### config.mk
export PLATFORM = sky130hd
export DESIGN_NAME = mem_arbiter
export DESIGN_NICKNAME = d
export VERILOG_FILES = /design/src/rtl/mem_arbiter_pkg.sv /design/src/rtl/mem_arbiter_pick.sv /design/src/rtl/mem_arbiter.sv
export SDC_FILE = /design/constraint.sdc
export NUM_CORES = 1
export LEC_CHECK = 0
export ABC_AREA = 1
export BUFFER_PORTS_ARGS = -buffer_cell sky130_fd_sc_hd__buf_4
export CORE_AREA = 5 5 145 147
export CTS_CLUSTER_SIZE = 25
export DETAILED_ROUTE_END_ITERATION = 16
export DIE_AREA = 0 0 150 152
export PLACE_DENSITY = 0.73
export SETUP_SLACK_MARGIN = 0.3
export SLEW_MARGIN = 20
export SYNTH_ARGS = -nofsm -noshare
export SYNTH_HDL_FRONTEND = slang
export SYNTH_HIERARCHICAL = 1
export SYNTH_SLANG_ARGS = --single-unit
### constraint.sdc
create_clock -name clk -period 4 [get_ports clk]
set_clock_uncertainty 0.05 [all_clocks]
set_input_delay 1 -clock clk [delete_from_list [all_inputs] [get_ports clk]]
set_output_delay 1 -clock clk [all_outputs]
set_load 0.05 [all_outputs]
### src/rtl/mem_arbiter_pkg.sv
// mem_arbiter_pkg: FSM state encoding and request-type constants shared by the memory arbiter.
package mem_arbiter_pkg;
    typedef enum logic [1:0] {IDLE, REQ, WAIT, RESP} mem_arb_state_t;
    localparam logic MEM_READ  = 1'b0;
    localparam logic MEM_WRITE = 1'b1;
endpackage

### src/rtl/mem_arbiter_pick.sv
// mem_arbiter_pick: picks one requester and returns it as one-hot grant plus index.
// Highest index wins by default; MEM_ARBITER_RR_EN searches round-robin starting after i_last.
module mem_arbiter_pick #(
    parameter int N_CLIENTS = 2,
    localparam int IW = $clog2(N_CLIENTS)
) (
    input  logic [N_CLIENTS-1:0] i_req,
`ifdef MEM_ARBITER_RR_EN
    input  logic [IW-1:0]        i_last,
`endif
    output logic [N_CLIENTS-1:0] o_grant,
    output logic [IW-1:0]        o_idx
);
    always_comb begin
        o_grant = '0;
        o_idx   = '0;
`ifdef MEM_ARBITER_RR_EN
        // Scanned backwards so the first requester after i_last is the last one written
        for (int k = N_CLIENTS; k >= 1; k--)
            if (i_req[(int'(i_last) + k) % N_CLIENTS]) o_idx = IW'((int'(i_last) + k) % N_CLIENTS);
`else
        for (int k = 0; k < N_CLIENTS; k++)
            if (i_req[k]) o_idx = IW'(k);
`endif
        o_grant[o_idx] = |i_req;
    end
endmodule

### src/rtl/mem_arbiter.sv
// mem_arbiter: shares one line-wide memory port among N_CLIENTS caches, one transaction in flight.
// Fixed priority (highest index) by default; define MEM_ARBITER_RR_EN for round-robin arbitration.
module mem_arbiter
    import mem_arbiter_pkg::*;
#(
    parameter int N_CLIENTS  = 2,
    parameter int PA_WIDTH   = 8,
    parameter int LINE_WIDTH = 64,
    localparam int IW = $clog2(N_CLIENTS)
) (
    input  logic                                 clk,
    input  logic                                 rst,
    input  logic [N_CLIENTS-1:0]                 i_cl_enable,
    input  logic [N_CLIENTS-1:0]                 i_cl_type,
    input  logic [N_CLIENTS-1:0][PA_WIDTH-1:0]   i_cl_addr,
    input  logic [N_CLIENTS-1:0][LINE_WIDTH-1:0] i_cl_data,
    input  logic [N_CLIENTS-1:0]                 i_cl_ack,
    output logic [N_CLIENTS-1:0]                 o_cl_enable,
    output logic [PA_WIDTH-1:0]                  o_cl_addr,
    output logic [LINE_WIDTH-1:0]                o_cl_data,
    output logic                                 o_mem_enable,
    output logic                                 o_mem_type,
    output logic [PA_WIDTH-1:0]                  o_mem_addr,
    output logic [LINE_WIDTH-1:0]                o_mem_data,
    output logic                                 o_mem_ack,
    input  logic                                 i_mem_enable,
    input  logic [PA_WIDTH-1:0]                  i_mem_addr,
    input  logic [LINE_WIDTH-1:0]                i_mem_data,
    output logic                                 o_busy,
    output logic [IW-1:0]                        o_owner
);
    mem_arb_state_t        r_state;
    logic [N_CLIENTS-1:0]  r_cl_enable;
    logic [PA_WIDTH-1:0]   r_mem_addr, r_rsp_addr;
    logic [LINE_WIDTH-1:0] r_mem_data, r_rsp_data;
    logic                  r_mem_enable, r_mem_type;
    logic [IW-1:0]         r_owner;
    logic [N_CLIENTS-1:0]  w_grant;
    logic [IW-1:0]         w_idx;
    logic                  w_match, w_done;
`ifdef MEM_ARBITER_RR_EN
    logic [IW-1:0]         r_last;
`endif

    mem_arbiter_pick #(.N_CLIENTS(N_CLIENTS)) u_pick (
        .i_req   (i_cl_enable),
`ifdef MEM_ARBITER_RR_EN
        .i_last  (r_last),
`endif
        .o_grant (w_grant),
        .o_idx   (w_idx)
    );

    assign w_match = i_mem_enable && (i_mem_addr == r_mem_addr);
    // A client that dropped its request counts as done, so the arbiter acks memory for it
    assign w_done  = !i_cl_enable[r_owner] || i_cl_ack[r_owner];

    always_ff @(posedge clk or negedge rst) begin
        if (!rst) begin
            r_state      <= IDLE;
            r_cl_enable  <= '0;
            r_mem_addr   <= '0;
            r_rsp_addr   <= '0;
            r_mem_data   <= '0;
            r_rsp_data   <= '0;
            r_mem_enable <= 1'b0;
            r_mem_type   <= MEM_READ;
            r_owner      <= '0;
`ifdef MEM_ARBITER_RR_EN
            r_last       <= '0;
`endif
        end else begin
            case (r_state)
                IDLE: if (|i_cl_enable) begin
                    r_owner      <= w_idx;
                    r_mem_type   <= |(i_cl_type & w_grant);
                    r_mem_addr   <= i_cl_addr[w_idx];
                    r_mem_data   <= i_cl_data[w_idx];
                    r_mem_enable <= 1'b1;
                    r_state      <= REQ;
`ifdef MEM_ARBITER_RR_EN
                    r_last       <= w_idx;
`endif
                end
                REQ: r_state <= WAIT;
                WAIT: if (w_match) begin
                    r_rsp_addr   <= i_mem_addr;
                    r_rsp_data   <= i_mem_data;
                    r_mem_enable <= 1'b0;
                    r_cl_enable  <= i_cl_enable[r_owner] ? N_CLIENTS'(1) << r_owner : '0;
                    r_state      <= RESP;
                end
                RESP: if (w_done) begin
                    r_cl_enable <= '0;
                    r_state     <= IDLE;
                end
                default: r_state <= IDLE;
            endcase
        end
    end

    assign o_cl_enable  = r_cl_enable;
    assign o_cl_addr    = r_rsp_addr;
    assign o_cl_data    = r_rsp_data;
    assign o_mem_enable = r_mem_enable;
    assign o_mem_type   = r_mem_type;
    assign o_mem_addr   = r_mem_addr;
    assign o_mem_data   = r_mem_data;
    assign o_mem_ack    = (r_state == RESP) && w_done;
    assign o_busy       = r_state != IDLE;
    assign o_owner      = r_owner;
endmodule

Yosys cells after proc, flatten, opt, wreduce, memory -nomap -nowiden
Index checks and enable logic that the tools add are counted.
{"block": "classes", "order_cmp": 3, "n_eq_ne": 7, "shifts": 1, "mux": 21, "bitwise": 2, "n_reduce_logical": 16}
{"operator": "two-way mux 64 bit", "n": 2}
{"operator": "two-way mux 8 bit", "n": 2}
{"operator": "two-way mux 2 bit", "n": 5}
{"operator": "AND reduction 3 bit", "n": 3}
{"operator": "== test 8 bit", "n": 1}
{"operator": "two-way mux 1 bit", "n": 8}
{"operator": "case mux 2 bit (4 select lines)", "n": 1}
{"operator": "inequality test 2 bit (second input constant)", "n": 3}
{"operator": "nonzero test 2 bit", "n": 3}
{"operator": "bitwise AND 2 bit", "n": 2}
{"operator": "== test 2 bit (second input constant)", "n": 2}
{"operator": "less-than comparator 1 x 2 -> 1 bit (second input constant)", "n": 2}
{"operator": "case mux 2 bit (2 select lines)", "n": 1}
{"operator": "AND reduction 2 bit", "n": 2}
{"operator": "OR reduction 2 bit", "n": 2}
{"operator": "logical AND 1 bit", "n": 3}
{"operator": "== test 2 x 1 -> 1 bit (second input constant)", "n": 1}
{"operator": "zero test 2 bit", "n": 1}
{"operator": "case mux 1 bit (2 select lines)", "n": 1}
{"operator": "<< shifter 1 x 1 -> 2 bit (first input constant)", "n": 1}
{"operator": "demux 1 bit (select 1 bit)", "n": 1}
{"operator": ">= comparator 1 bit (second input constant)", "n": 1}
{"operator": "zero test 1 bit", "n": 1}
{"operator": "logical OR 1 bit", "n": 1}
{"block": "totals", "regBits": 151, "in_bits": 225, "output_inout_bits": 151}

Depth between registers and ports, before layout
Gate-level depths: netlist (run 1).
{"block": "logic_depth", "ltp_word": 8, "depth_mapped": 12, "mapped_depth_nobuf": 11}

Cells and area by module
Netlist (run 1), hierarchy kept.
{"mod": "mem_arbiter", "n_inst": 1, "cells_each": 808, "area_per_inst_um2": 6780.3, "seq_area_each_um2": 3778.6}
{"mod": "mem_arbiter_pick", "n_inst": 1, "cells_each": 4, "area_per_inst_um2": 18.8, "seq_area_each_um2": 0.0}

Worst setup path after synthesis (run 1)
No wires, ideal clock.
{"block": "synth_timing", "kind": "input port to output port", "startpoint": "in i_cl_ack[1]", "endpoint": "out o_mem_ack", "arrival_ns": 2.317, "required_ns": 2.950, "slack_ns": 0.633, "stages": 3, "path_cell_list": "nand2_1 -> a21boi_0 -> a21boi_0"}
{"block": "synth_via", "elab_chain_len": 4}
{"item": "from (decl)", "line_no": "mem_arbiter.sv:17", "source": "input logic [N_CLIENTS-1:0] i_cl_ack,"}
{"item": "two-way mux 1 bit (implied by the code) (2 in a row)", "line_no": "mem_arbiter.sv:56", "source": "assign w_done = !i_cl_enable[r_owner] || i_cl_ack[r_owner];"}
{"item": "logical OR 1 bit", "line_no": "mem_arbiter.sv:56"}
{"item": "logical AND 1 bit", "line_no": "mem_arbiter.sv:109", "source": "assign o_mem_ack = (r_state == RESP) && w_done;"}
{"item": "to (decl)", "line_no": "mem_arbiter.sv:25", "source": "output logic o_mem_ack,"}
Every way passes these cells. The select of a mux whose other input is x is not followed.

Worst setup path after layout (run 1)
Same ends and word-level chain as after synthesis.

==> results of run 1 <==
-- cell usage after synthesis (2+ instances only) --
| library cell | count | area, sq um |
|---|---|---|
| dfrtp_1 | 151 | 3779 |
| inv_1 | 21 | 78.83 |
| buf_1 | 2 | 7.510 |
| or2_1 | 2 | 12.51 |
| nand3_1 | 7 | 35.03 |
| buf_4 | 3 | 22.52 |
| xor2_1 | 2 | 17.52 |
| a31oi_1 | 73 | 456.7 |
| a21boi_0 | 2 | 15.01 |
| clkbuf_1 | 28 | 105.1 |
| nand2_1 | 326 | 1224 |
| nor2_1 | 81 | 304.0 |
| o21ai_0 | 2 | 10.01 |
| buf_2 | 24 | 120.1 |
| nand4_1 | 72 | 450.4 |
| ha_1 | 3 | 37.54 |
| buf_6 | 7 | 78.83 |
-- metal layers --
layer	global-route usage	vias to the layer above	wire length [microns]
met4	0.05359	0	397
met3	0.06792	27	2392
met1	0.2328	3216	9049
li1	-	3375	-
met5	0	-	0
met2	0.3466	281	11770
-- critical path: stages --
cell and delay [ps]:
buf_4 110, nand2_1 50, a21boi_0 230, a21boi_0 130
buf_4 210
-- worst min path at each step --
| stage | from | to | depth (start not counted) |
|---|---|---|---|
| 4_1_cts | o_cl_data[20] | o_cl_data[20] | 2 |
| 6_report | o_cl_data[47] | o_cl_data[47] | 2 |
| 5_1_grt | o_cl_data[20] | o_cl_data[20] | 2 |
| 2_1_floorplan | r_state[0] | r_state[0] | 2 |
| 3_3_place_gp | o_cl_data[59] | o_cl_data[59] | 2 |
| 3_5_place_dp | o_cl_data[20] | o_cl_data[20] | 2 |
-- cells by family after synthesis --
group / after synthesis / synth area share
AO/OA/AOI/OAI: 79 / 0.07269
XOR/XNOR: 2 / 0.002577
adder cells (fa/ha/maj): 3 / 0.005521
flip-flops: 151 / 0.5558
AND/OR/NAND/NOR: 491 / 0.3022
buffers and inverters: 86 / 0.06128
-- power by group --
group          internal, uW  leakage (uW)  switching, uW
combinational          1250       0.00334           3110
clock                   992      0.000286            670
sequential             2050       0.00189            305
total                  4290       0.00552           4090
-- through the flow --
step | util | total power (uW) | instance area (sq um)
after floorplan | - | 5287 | 6799
after global placement | 0.4942 | 6729 | 9776
after detailed placement | 0.4942 | 6789 | 9776
after CTS | 0.5247 | 8465 | 10380
after global routing | 0.5247 | 8827 | 10380
final | 0.5247 | 8377 | 10380
-- state kept, by name, summed over array words and instances, names as in the netlist --
| name | cells |
|---|---|
| o_mem_enable | 1 |
| o_cl_addr | 8 |
| r_state | 2 |
| o_mem_data | 64 |
| o_owner | 1 |
| o_mem_addr | 8 |
| o_cl_data | 64 |
| o_cl_enable | 2 |
| o_mem_type | 1 |
-- layout make-up --
| class | count | area, sq um |
|---|---|---|
| clock inverter | 12 | 168.9 |
| multi-input combinational | 575 | 2623 |
| tap | 270 | 337.8 |
| inverter | 22 | 82.58 |
| clock buffer | 19 | 432.9 |
| sequential | 151 | 3779 |
| timing repair buffer | 388 | 2954 |
| fill | 1906 | 9402 |
-- cell usage in the layout, fill, tap and decap left out, types with 3 or more instances in the layout --
master     synthesis  layout
clkbuf_16          0      17
inv_1             21      21
nor2_1            81      79
nand2_1          326     326
bufinv_16          0       3
a31oi_1           73      73
clkinv_4           0       4
buf_4              3     384
nand3_1            7       7
buf_12             0       3
dfrtp_1          151     151
nand4_1           72      72
==> flow_summary_export.csv, run 1 <==
group,metric,value,unit
placement,io_buffers,375,
global_routing,grt_max_degree,76,
clocking,worstSkewPairLatency,410,ps
detailed_routing,initialDrtViolationCount,274,
logic_synthesis,syn_area,6799,sq um
job,drv_cap,0,
global_routing,grt_pass1_wl,36080,microns
detailed_routing,drt_wl_total,23610,microns
placement,dp_hpwl,17540,microns
logic_synthesis,seq_area_frac_synth,0.5558,
floorplan,fp-row-count,52,
cells_and_area,syn2layout_area_growth,52.63,%
cells_and_area,nNetsFinal,1383,
detailed_routing,drc_errors,0,
clocking,cts_resized,0,
logic_synthesis,syn_inst,812,
timing,hold_violations,0,
detailed_routing,wire_per_inst,16.43,microns
logic_synthesis,ys_ff_latch,151,
floorplan,start_util,0.3438,
placement,gp_congestion,0.8470,
worst_setup_path,critPathArrivalTime,1730,ps
timing,slew_headroom,0.4408,
global_routing,gr-total-overflow,0,
floorplan,io_pins,376,
worst_setup_path,timing.rr.start,"o_mem_addr[7]",
worst_setup_path,critPathMaxFanout,2,
timing,setup_tns,0,ps
detailed_routing,dr.pass1.iters,4,
timing,rsz0062_at_grt,"false",
clocking,cts_hold_buf,0,
timing,worst_slack,1217,ps
logic_synthesis,yosysWarnings,6,
detailed_routing,vias_per_cell,4.801,
worst_setup_path,critical_path_required,2950,ps
timing,slew_viol_final,0,
global_routing,grt_pass1_vias,6653,
timing,fin_crit,2783,ps
timing,fmax,359.4,MHz
placement,pre_cts_ws,1141,ps
logic_synthesis,synth-edff-count,0,
floorplan,die_h,152,microns
global_routing,antenna_found_initial,0,
global_routing,grtUsageTotal,0.1990,
worst_setup_path,reg2reg_to,"o_cl_data[22]",
clocking,cts_setup_buffers,0,
cells_and_area,drive_gt1_frac,0.3625,
worst_setup_path,start_kind,"input port",
logic_synthesis,synthFlopType,"dfrtp_1",
detailed_routing,ant_nets,0,
timing,worstMarginPinSlew,838.8,ps
status,status,"complete, no violations",
worst_setup_path,crit_path_end,"o_mem_ack",
logic_synthesis,syn_nets,1040,
floorplan,dieArea,22800,sq um
clocking,cts_tree,"done",
detailed_routing,via_count,6899,
clocking,cts.sinks,151,
timing,whs,419.2,ps
worst_setup_path,reg2regPathDepth,7,
cells_and_area,diodes,0,
timing,finalCritPeriodShare,0.6956,
worst_setup_path,regToRegSetupSlack,1830,ps
logic_synthesis,synth-async-reset-ratio,1.000,
cells_and_area,final_cells,1437,
worst_hold_path,hp-class,"reg -> reg",
clocking,cts_buffer_depth,2,
power,irDropWorstVdd,0.4805,mV
worst_setup_path,crit_start,"i_cl_ack[1]",
logic_synthesis,ys_types,23,
clocking,path_clk_slew,60,ps
power,pwr_density_cell,807.3,nW/um^2
logic_synthesis,syn_avg_cell_area,8.373,sq um
timing,finalSetupViolCount,0,
floorplan,die_w,150,microns
worst_setup_path,end_kind,"output port",
clocking,root_buffer,"clkbuf_16",
floorplan,coreArea,19780,sq um
power,p_leak,0.005522,uW
clocking,numCtsBuffers,17,
clocking,cts-htree-levels,4,
worst_setup_path,worst-setup-path-type,"in -> out",
placement,dp_cells,1406,
(Power assumes the default switching activity.)
==> run 2, diff against run 1 <==
--- a/config.mk
+++ b/config.mk
@@ -5,13 +5,13 @@
 export SDC_FILE = /design/constraint.sdc
 export NUM_CORES = 1
 export LEC_CHECK = 0
-export ABC_AREA = 1
+export ABC_AREA = 0
 export BUFFER_PORTS_ARGS = -buffer_cell sky130_fd_sc_hd__buf_4
-export CORE_AREA = 5 5 145 147
+export CORE_AREA = 5 5 141 143
 export CTS_CLUSTER_SIZE = 25
 export DETAILED_ROUTE_END_ITERATION = 16
-export DIE_AREA = 0 0 150 152
-export PLACE_DENSITY = 0.73
+export DIE_AREA = 0 0 146 148
+export PLACE_DENSITY = 0.75
 export SETUP_SLACK_MARGIN = 0.3
 export SLEW_MARGIN = 20
 export SYNTH_ARGS = -nofsm -noshare
==> constraint.sdc (replaced) <==
create_clock -name clk -period 2.7 [get_ports clk]
set_clock_uncertainty 0.05 [all_clocks]
set_input_delay 0.675 -clock clk [delete_from_list [all_inputs] [get_ports clk]]
set_output_delay 0.675 -clock clk [all_outputs]
set_load 0.05 [all_outputs]
==> run 2 against run 1 <==
Net effect:
- sequential share of layout area rose by 1.1 points
- utilization rose by 2.2 points
- largest cell class unchanged
- combinational power rose by 20%
- sequential power rose by 43%
- area after synthesis fell by 5.1%
- critical path depth fell by 1
- cell count fell by 21%
- first-iteration DRC count fell by 30%
- worst setup slack got worse by 750 ps
- register-to-register slack got worse by 1300 ps
- flip-flop and latch count did not move
- critical path type is now reg -> out
- wire length fell by 17%
==> flow_summary_export.csv, run 2 <==
group,metric,value,unit
power,irDropWorstVdd,0.6019,mV
logic_synthesis,ys_ff_latch,151,
worst_setup_path,worst-setup-path-type,"reg -> out",
timing,slew_headroom,0.6190,
cells_and_area,layout_commonest_cell,"buf_4",
logic_synthesis,yosysWarnings,6,
placement,dp_hpwl,15500,microns
cells_and_area,syn2layout_area_growth,56.23,%
logic_synthesis,synth-edff-count,0,
timing,slew_viol_final,0,
clocking,cts-htree-levels,4,
logic_synthesis,seq_area_frac_synth,0.5854,
placement,io_buffers,375,
floorplan,die_w,146,microns
power,p_leak,0.005398,uW
global_routing,grt_max_degree,88,
detailed_routing,drc_errors,0,
clocking,cts_tree,"done",
worst_setup_path,critPathMaxFanout,4,
logic_synthesis,synthFlopType,"dfrtp_1",
logic_synthesis,yosysTopAreaCell,"dfrtp_1",
timing,fmax,447.2,MHz
logic_synthesis,syn_inst,519,
logic_synthesis,synth_commonest_cells,"dfrtp_1 (151), nand2_1 (78), o21ai_0 (75)",
clocking,numCtsBuffers,17,
floorplan,fp-row-count,50,
global_routing,grt_pass1_wl,30840,microns
detailed_routing,dr.pass1.iters,4,
detailed_routing,initialDrtViolationCount,192,
floorplan,io_pins,376,
timing,rsz0062_at_grt,"false",
status,status,"complete, no violations",
placement,gp_congestion,0.7928,
cells_and_area,fill_cells,1629,
global_routing,grt_pass1_vias,5501,
timing,worstMarginPinSlew,571.5,ps
cells_and_area,diodes,0,
timing,finalSetupViolCount,0,
cells_and_area,multi_input_area,2480,sq um
logic_synthesis,syn_nets,747,
worst_setup_path,crit_chain,"nand2b_1, o22ai_1, nor2_1, buf_4",
cells_and_area,layout_common_cells,"buf_4 (375), dfrtp_1 (151), nand2_1 (77), o21ai_0 (75), mux2i_1 (73)",
floorplan,die_h,148,microns
floorplan,dieArea,21610,sq um
worst_setup_path,regToRegSetupSlack,560,ps
clocking,cts_buffer_depth,2,
cells_and_area,nNetsFinal,1115,
floorplan,coreArea,18460,sq um
placement,pre_cts_ws,214.3,ps
clocking,cts_resized,0,
detailed_routing,ant_nets,0,
worst_setup_path,critPathBufInv,1,
worst_setup_path,critical_path_required,1980,ps
detailed_routing,wire_per_inst,17.34,microns
logic_synthesis,synth-async-reset-ratio,1.000,
cells_and_area,drive_gt1_frac,0.5367,
worst_hold_path,hp-class,"in -> async",
global_routing,gr-total-overflow,0,
worst_setup_path,slowest_delay,400,ps
logic_synthesis,synth_most_common_cell,"dfrtp_1",
timing,fin_crit,2236,ps
clocking,cts.sinks,151,
worst_setup_path,end_kind,"output port",
clocking,path_clk_slew,70,ps
clocking,root_buffer,"clkbuf_16",
timing,setup_tns,0,ps
timing,finalCritPeriodShare,0.8282,
worst_setup_path,cp_slowest_cell,"dfrtp_1",
clocking,cts_hold_buf,0,
logic_synthesis,synth_top_area_share,0.5854,
clocking,cts_setup_buffers,0,
detailed_routing,vias_per_cell,4.615,
power,pwr_density_cell,1080,nW/um^2
worst_setup_path,cp_top_family,"flip-flops",
logic_synthesis,ys_types,28,
logic_synthesis,synth_area_leaders,"dfrtp_1 (59%), mux2_2 (12%), mux2i_1 (11%)",
clocking,worstSkewPairLatency,420,ps
timing,hold_violations,0,
global_routing,antenna_found_initial,0,
global_routing,grtUsageTotal,0.1821,
logic_synthesis,syn_area,6455,sq um
floorplan,start_util,0.3498,
logic_synthesis,syn_avg_cell_area,12.44,sq um
worst_setup_path,critPathArrivalTime,1510,ps
detailed_routing,via_count,5233,
detailed_routing,drt_wl_total,19670,microns
job,drv_cap,0,
timing,worst_slack,463.8,ps
worst_setup_path,start_kind,"register",
cells_and_area,seq_area,3779,sq um
-- run 2: metal layers --
layer  global-route usage  part of all wire
met4              0.05268             0.016
met3              0.06744             0.094
met1               0.2121              0.38
met2               0.3161              0.51
met5                    0                 0
-- run 2: cells by family after synthesis --
group                      share of synthesized area
buffers and inverters                        0.03159
muxes                                         0.2423
DFF                                           0.5854
xor gates and xnor gates                     0.01086
AOI/OAI and AO/OA                            0.06784
and+or+nand+nor                              0.05621
adders and majority gates                   0.005816
-- run 2: worst paths after layout --
| path | cells past startpoint | startpoint | endpoint |
|---|---|---|---|
| max in group asynchronous | 2 | rst | o_mem_data[48] |
| worst min register to register | 2 | o_mem_data[57] | o_mem_data[57] |
| worst max-delay path | 4 | o_owner | o_mem_ack |
| worst min-delay path | 1 | rst | o_cl_data[23] |
| worst max register to register | 6 | r_state[0] | o_cl_addr[5] |
| min in group clk | 2 | i_mem_data[61] | o_cl_data[61] |
-- run 2: area by class of cell --
cell class              count  share of cell area
flip-flops and latches    151              0.3747
repair buffers            382              0.2922
multi-input cells         329              0.2459
clock buffers              18             0.04256
well taps                 234             0.02903
clock inverters            14             0.01340
inverters                   6            0.002233
-- run 2: metrics by stage --
stage	cell area, sq um	hold WS [ps]	power, uW	std cells	utilization
CTS	10080	176.7	11040	1134	0.5464
global route	10080	199.4	11500	1134	0.5464
finish	10080	160.1	10890	1134	0.5464
global placement	9520	411.8	8614	1102	0.5159
floorplan	6455	329.4	6781	519	-
detailed placement	9520	421.2	8712	1102	0.5159
-- run 2: power by group --
group | leakage [uW] | switching, uW | internal [uW] | total (uW)
Clock | 0.000271 | 1000 | 1290 | 2290
Sequential | 0.00198 | 419 | 2950 | 3370
Combinational | 0.00315 | 3610 | 1610 | 5220
